$ cat src/rtl/stride_seq_pkg.sv
// Shared types for the stride sequence generator.
//   mode_t  : sequence behaviour selected at load time
//   state_t : controller state
//   dir_t   : traversal direction used by BOUNCE mode
package stride_seq_pkg;

   typedef enum logic [1:0] {
      WRAP    = 2'd0,
      BOUNCE  = 2'd1,
      ONESHOT = 2'd2,
      RSVD    = 2'd3
   } mode_t;

   typedef enum logic [1:0] {
      IDLE = 2'd0,
      RUN  = 2'd1,
      DONE = 2'd2
   } state_t;

   typedef enum logic {
      UP   = 1'b0,
      DOWN = 1'b1
   } dir_t;

endpackage

$ cat src/rtl/stride_next.sv
// Combinational step logic for the stride sequence generator.
// Given the current value, direction and latched configuration, produces the
// value and direction for the next enabled step, plus boundary flags.
//   cur, dir              : present sequence state
//   start, step, limit    : latched configuration
//   mode                  : latched sequence mode (RSVD behaves as WRAP)
//   nxt_cur, nxt_dir      : state after one step
//   over                  : cur+step exceeds limit (carry out counts as over)
//   wrap_evt              : this step is a boundary event
module stride_next
   import stride_seq_pkg::*;
#(
   parameter int unsigned WIDTH = 8
) (
   input  logic [WIDTH-1:0] cur,
   input  dir_t             dir,
   input  logic [WIDTH-1:0] start,
   input  logic [WIDTH-1:0] step,
   input  logic [WIDTH-1:0] limit,
   input  mode_t            mode,
   output logic [WIDTH-1:0] nxt_cur,
   output dir_t             nxt_dir,
   output logic             over,
   output logic             wrap_evt
);

   // One extra bit so a carry out of cur+step or start+step is never lost.
   logic [WIDTH:0]   sum;
   logic [WIDTH:0]   floor_sum;
   logic             can_dec;
   logic [WIDTH-1:0] up_val;
   logic [WIDTH-1:0] dn_val;

   assign sum       = {1'b0, cur} + {1'b0, step};
   assign floor_sum = {1'b0, start} + {1'b0, step};
   assign over      = (sum > {1'b0, limit});
   // Stepping down stays at or above start only when cur >= start+step.
   assign can_dec   = ({1'b0, cur} >= floor_sum);
   assign up_val    = sum[WIDTH-1:0];
   assign dn_val    = cur - step;

   always_comb begin
      nxt_cur  = cur;
      nxt_dir  = dir;
      wrap_evt = 1'b0;
      unique case (mode)
         ONESHOT: begin
            if (over) begin
               wrap_evt = 1'b1;
            end else begin
               nxt_cur = up_val;
            end
         end
         BOUNCE: begin
            if (dir == UP) begin
               if (!over) begin
                  nxt_cur = up_val;
               end else begin
                  nxt_dir  = DOWN;
                  wrap_evt = 1'b1;
                  nxt_cur  = can_dec ? dn_val : start;
               end
            end else begin
               if (can_dec) begin
                  nxt_cur = dn_val;
               end else begin
                  nxt_dir  = UP;
                  wrap_evt = 1'b1;
                  nxt_cur  = over ? limit : up_val;
               end
            end
         end
         default: begin
            // WRAP and RSVD
            if (over) begin
               nxt_cur  = start;
               wrap_evt = 1'b1;
            end else begin
               nxt_cur = up_val;
            end
         end
      endcase
   end

endmodule

$ cat src/rtl/stride_seq_gen.sv
// Programmable stride sequence generator.
// A load latches start/step/limit/mode and begins a sequence; each cycle with
// enable high in RUN advances cur by one stride according to the mode.
//   clk, rst_n          : clock, asynchronous active-low reset
//   load                : latch configuration and (re)start; beats enable
//   start_val, step_val : first value and unsigned stride
//   limit_val           : inclusive upper bound
//   mode                : 0 WRAP, 1 BOUNCE, 2 ONESHOT, 3 as WRAP
//   enable              : advance one step per cycle in RUN
//   cur                 : current sequence value (INIT while idle)
//   valid               : high in RUN and DONE
//   wrap                : one-cycle pulse on each boundary event
//   cfg_err             : sticky, last load was rejected
module stride_seq_gen
   import stride_seq_pkg::*;
#(
   parameter int unsigned      WIDTH = 8,
   parameter logic [WIDTH-1:0] INIT  = '0
) (
   input  logic             clk,
   input  logic             rst_n,
   input  logic             load,
   input  logic [WIDTH-1:0] start_val,
   input  logic [WIDTH-1:0] step_val,
   input  logic [WIDTH-1:0] limit_val,
   input  logic [1:0]       mode,
   input  logic             enable,
   output logic [WIDTH-1:0] cur,
   output logic             valid,
   output logic             wrap,
   output logic             cfg_err
);

   state_t           state_q, state_d;
   logic [WIDTH-1:0] cur_q, cur_d;
   dir_t             dir_q, dir_d;
   logic             wrap_q, wrap_d;
   logic             valid_q, valid_d;
   logic             cfg_err_q, cfg_err_d;
   logic [WIDTH-1:0] start_q, start_d;
   logic [WIDTH-1:0] step_q, step_d;
   logic [WIDTH-1:0] limit_q, limit_d;
   mode_t            mode_q, mode_d;

   logic             load_ok;
   logic             advance;
   logic [WIDTH-1:0] nxt_cur;
   dir_t             nxt_dir;
   logic             over;
   logic             wrap_evt;

   assign load_ok = (step_val != '0) && (start_val <= limit_val);
   assign advance = (state_q == RUN) && enable;

   stride_next #(
      .WIDTH (WIDTH)
   ) u_next (
      .cur      (cur_q),
      .dir      (dir_q),
      .start    (start_q),
      .step     (step_q),
      .limit    (limit_q),
      .mode     (mode_q),
      .nxt_cur  (nxt_cur),
      .nxt_dir  (nxt_dir),
      .over     (over),
      .wrap_evt (wrap_evt)
   );

   // State and datapath registers
   always_ff @(posedge clk or negedge rst_n) begin
      if (!rst_n) begin
         state_q   <= IDLE;
         cur_q     <= INIT;
         dir_q     <= UP;
         wrap_q    <= 1'b0;
         valid_q   <= 1'b0;
         cfg_err_q <= 1'b0;
         start_q   <= '0;
         step_q    <= '0;
         limit_q   <= '0;
         mode_q    <= WRAP;
      end else begin
         state_q   <= state_d;
         cur_q     <= cur_d;
         dir_q     <= dir_d;
         wrap_q    <= wrap_d;
         valid_q   <= valid_d;
         cfg_err_q <= cfg_err_d;
         start_q   <= start_d;
         step_q    <= step_d;
         limit_q   <= limit_d;
         mode_q    <= mode_d;
      end
   end

   // Next-state logic
   always_comb begin
      state_d = state_q;
      if (load) begin
         state_d = load_ok ? RUN : IDLE;
      end else if (advance && (mode_q == ONESHOT) && over) begin
         state_d = DONE;
      end
   end

   // Output / datapath next values; everything leaves through a register
   always_comb begin
      cur_d     = cur_q;
      dir_d     = dir_q;
      wrap_d    = 1'b0;
      cfg_err_d = cfg_err_q;
      start_d   = start_q;
      step_d    = step_q;
      limit_d   = limit_q;
      mode_d    = mode_q;
      valid_d   = (state_d != IDLE);
      if (load) begin
         dir_d = UP;
         if (load_ok) begin
            start_d   = start_val;
            step_d    = step_val;
            limit_d   = limit_val;
            mode_d    = mode_t'(mode);
            cur_d     = start_val;
            cfg_err_d = 1'b0;
         end else begin
            cur_d     = INIT;
            cfg_err_d = 1'b1;
         end
      end else if (advance) begin
         cur_d  = nxt_cur;
         dir_d  = nxt_dir;
         wrap_d = wrap_evt;
      end
   end

   assign cur     = cur_q;
   assign valid   = valid_q;
   assign wrap    = wrap_q;
   assign cfg_err = cfg_err_q;

endmodule

$ cat config.mk
export PLATFORM = sky130hd
export DESIGN_NAME = stride_seq_gen
export DESIGN_NICKNAME = d
export VERILOG_FILES = /design/src/rtl/stride_seq_pkg.sv /design/src/rtl/stride_next.sv /design/src/rtl/stride_seq_gen.sv
export SDC_FILE = /design/constraint.sdc
export NUM_CORES = 1
export LEC_CHECK = 0
export CAP_MARGIN = 30
export CORE_ASPECT_RATIO = 0.5
export CORE_UTILIZATION = 35
export CTS_CLUSTER_DIAMETER = 150
export CTS_CLUSTER_SIZE = 28
export DETAILED_ROUTE_END_ITERATION = 12
export PLACE_DENSITY = 0.62
export SYNTH_ARGS = -nofsm -noshare
export SYNTH_HDL_FRONTEND = slang
export SYNTH_SLANG_ARGS = --single-unit
$ cat constraint.sdc
create_clock -name clk -period 9.5 [get_ports clk]
set_input_delay 1.425 -clock clk [delete_from_list [all_inputs] [get_ports clk]]
set_output_delay 1.425 -clock clk [all_outputs]
set_load 0.01 [all_outputs]
==> key figures <==
Status
  • Status: finished, final reports clean

CTS
  • # resized after CTS: 0
  • Hold Buf Count CTS: 0
  • CTS clk-pin slew, worst paths: around 60 ps
  • Clk buf depth: 2
  • Post-CTS Setup Inserts: 0
  • H-tree depth: 2
  • Root buffer cell: clkbuf_16
  • Number of buffers created by CTS: 5
  • Clk sinks: 40
  • Clk_lat worst skew: 290 ps
  • CTS tree: built

Drt
  • Vias: between 3000 and 4000
  • TritonRoute pass-1 iters: 5
  • DRT Wirelength: approximately 11 mm
  • Wire length per cell: between 15 and 20 µm
  • DR vias/cell: 5.428
  • Detail Route Antenna Nets: 0
  • DR DRC count: 0
  • Violation count after the first detailed-routing iteration: ~270

Timing
  • Worst-margin pin slew: ~790 ps
  • Final Max Slew Viols: 0
  • Period minus WS final: 4201 ps
  • Final setup margin: approximately 5300 ps
  • # setup viols final: 0
  • Clk_skew: 8.390 ps
  • Setup TNS: 0 ps
  • RSZ-0062 raised after global routing: false
  • Fmax: roughly 240 MHz
  • Final hold viol count: 0
  • Period utilization: 44.22%
  • Max_slew headroom: 47.13%

Placed design
  • Pre-CTS setup slack: slightly above 5000 ps
  • GP Congestion: 0.8719
  • IO Port Bufs: 40
  • Post-DP HPWL: approximately 8 mm

Logic synthesis
  • Post-synth EDFFs: 0
  • Synth top area share: between 20% and 30%
  • Post-synthesis register bit count: 40
  • YS warnings: 0
  • Post-synth cell types: a little under 70
  • Synth Flop Type: dfrtp_1
  • Largest cells by area after synthesis: dfrtp_1, ha_1, nand2_1, o21ai_0, inv_1
  • Syn Area/Cell: around 8.3 µm²
  • Post-Syn Nets: ~540
  • Cells after Synth: between 400 and 500
  • Cell taking the most area after synthesis: dfrtp_1
  • Post-synthesis sequential area ratio: between 20% and 30%
  • Area of the mapped netlist: 0.003837 mm²
  • Async S/R FF share, synth: 100.0%

Final layout
  • Proportion of layout cells with a drive suffix above 1: roughly 6.7%
  • Nets: roughly 570
  • Fill cells: 1024
  • Area of the multi-input gates: around 0.0025 mm²
  • Sequential cell area: roughly 0.001 mm²
  • Layout area overhead: 18.10%
  • Diode count: 0

Global routing
  • First-pass GRT wire length: 17.57 mm
  • Vias in the first global route: between 3000 and 4000
  • Initial antenna violation count: 0
  • Largest net degree at the start of global routing: 46
  • Grt ovf: 0
  • All-Layer GR Usage: around 20%

Floorplan
  • # rows: 26
  • Die H: between 70 and 80 µm
  • Die area: around 0.011 mm²
  • Area of the core: between 0.01 and 0.015 mm²
  • Die Width: around 150 µm
  • Ports: slightly above 40
  • Initial Util: roughly 37%

Setup path
  • CP max stage delay: 690 ps
  • Critical path cell sequence: ha_1, a21o_1, a21oi_1, o21bai_1, a21oi_1, o21bai_1, a21oi_1, xnor2_1, ha_1, and3_1, nand4_1, a211oi_4, o311ai_0, nand4_1, nand4_1, a221oi_2
  • RR Endpoint: cur[6]
  • Worst EP required: around 9700 ps
  • CP Class: flop to flop
  • Reg2Reg Depth: 16
  • Reg-to-reg slack, setup: ~5300 ps
  • CP Max Fanout: 17
  • Worst path slowest cell: a211oi_4
  • Crit path arrival time: 4400 ps
  • RR Startpoint: step_q[1]
  • Critical path capture point type: flop
  • CP Launch Type: flop

Min path
  • Hold Crit Start: cfg_err
  • Hold endpoint: cfg_err
  • Hold Path Stages: 2
  • HP Class: flop to flop

Flow run
  • Max Cap Violations: 0

Pwr
  • Static leakage: between 2 and 2.5 nW
  • Worst vdd ir: 0.2175 mV
  • Pwr Density: between 300 and 400 mW/mm²
==> Yosys cell counts (3+ instances only) <==
library cell and n:
nand2b_1 5, a221oi_2 3, ha_1 49, o2111ai_1 3, nor4_1 4, buf_6 3
o211ai_1 9, o21ai_1 4, mux2i_1 8, a22oi_1 3, fa_1 3, nand4_1 10
inv_1 46, nand2_1 67, nor3_1 6, a21oi_1 30, a21o_1 8, xor2_1 6
clkbuf_1 5, o21ai_0 35, nor2_1 30, nand3_1 4, dfrtp_1 40, xnor2_1 9
nor2b_1 4, a31oi_1 4, buf_2 9, and2_1 3
==> sequential cells by signal (all words and copies together) (netlist names), 2 cells and up <==
signal / count
cur: 8
limit_q: 8
mode_q: 2
start_q: 8
state_q: 2
step_q: 8
==> layout by cell type, fill, tap and decap left out, drive strengths merged, types with 3 or more instances in the layout <==
master         count
nor3               6
mux2i              8
nor2              30
o2111ai            3
a21o               8
inv               46
fa                 3
nand2             68
o311ai             3
nor2b              4
nand4             10
or2                3
xor2               6
a22oi              3
dfrtp             40
bufinv             3
a221oi             4
a2111oi            3
buf                5
clkbuf             5
o21ai             41
o211ai            11
nor4               4
nand3              4
and2               3
a211oi             5
clkdlybuf4s50     39
ha                49
xnor2              9
a21oi             31
nand2b             6
a31oi              4
==> critical path, delay by kind of cell, from the launching register on <==
| kind | cells | cell delay [ps] |
|---|---|---|
| simple gates | 4 | 700 |
| compound gates | 9 | 2320 |
| flops | 1 | 420 |
| xor+xnor | 1 | 90 |
| fa+ha+maj | 2 | 590 |
==> cells by family after synthesis <==
kind of cell	Yosys count	synth area share [%]
flip-flops	40	26.08
XOR/XNOR	15	3.424
AO/OA/AOI/OAI	134	25.14
buffers and inverters	67	7.988
adder cells (fa/ha/maj)	52	17.54
AND/OR/NAND/NOR	146	17.74
multiplexers	8	2.087
==> per-layer routing <==
layer	vias up	routed length, µm	track usage (%)
met3	6	643	2.216
met2	114	4328	28.94
met4	0	72	3.636
li1	1694	-	-
met1	1622	5554	30.68
met5	-	0	0
==> cell type report <==
type | count | area share [%]
multi-input combinational | 355 | 55.83
timing repair buffer | 44 | 9.663
tap | 140 | 3.865
clock inverter | 3 | 1.988
inverter | 46 | 3.810
sequential | 40 | 22.09
clock buffer | 5 | 2.761
==> through the flow <==
stage / cells / hold WS [ps] / power [mW] / area [µm²] / utilization [%]
detailed placement: 624 / 482.7 / 1.351 / 4297 / 41.15
finish: 633 / 494.0 / 1.626 / 4532 / 43.40
global route: 633 / 552.6 / 1.758 / 4532 / 43.40
floorplan: 462 / 465.6 / 1.151 / 3837 / -
CTS: 632 / 498.1 / 1.611 / 4512 / 43.21
global placement: 624 / 482.0 / 1.353 / 4297 / 41.15
==> how the worst max path moves through the flow <==
stage	cells past startpoint	to	startpoint	slack (ps)
after floorplan	18	cur[6]	cur[3]	6080
after global routing	16	cur[6]	step_q[1]	4900
after detailed placement	12	cur[6]	limit_val[1]	5150
after CTS	16	cur[6]	step_q[1]	5300
after global placement	12	cur[1]	limit_val[1]	5210
final	16	cur[6]	step_q[1]	5300
==> report_power, final <==
part	internal (mW)	leakage [nW]	total (mW)	switching [mW]
Sequential	0.210	0.497	0.266	0.0551
Combinational	0.438	1.47	1.11	0.672
Clock	0.177	0.104	0.250	0.0731
Total	0.826	2.07	1.63	0.800
Power figures use the tool's default switching activity.
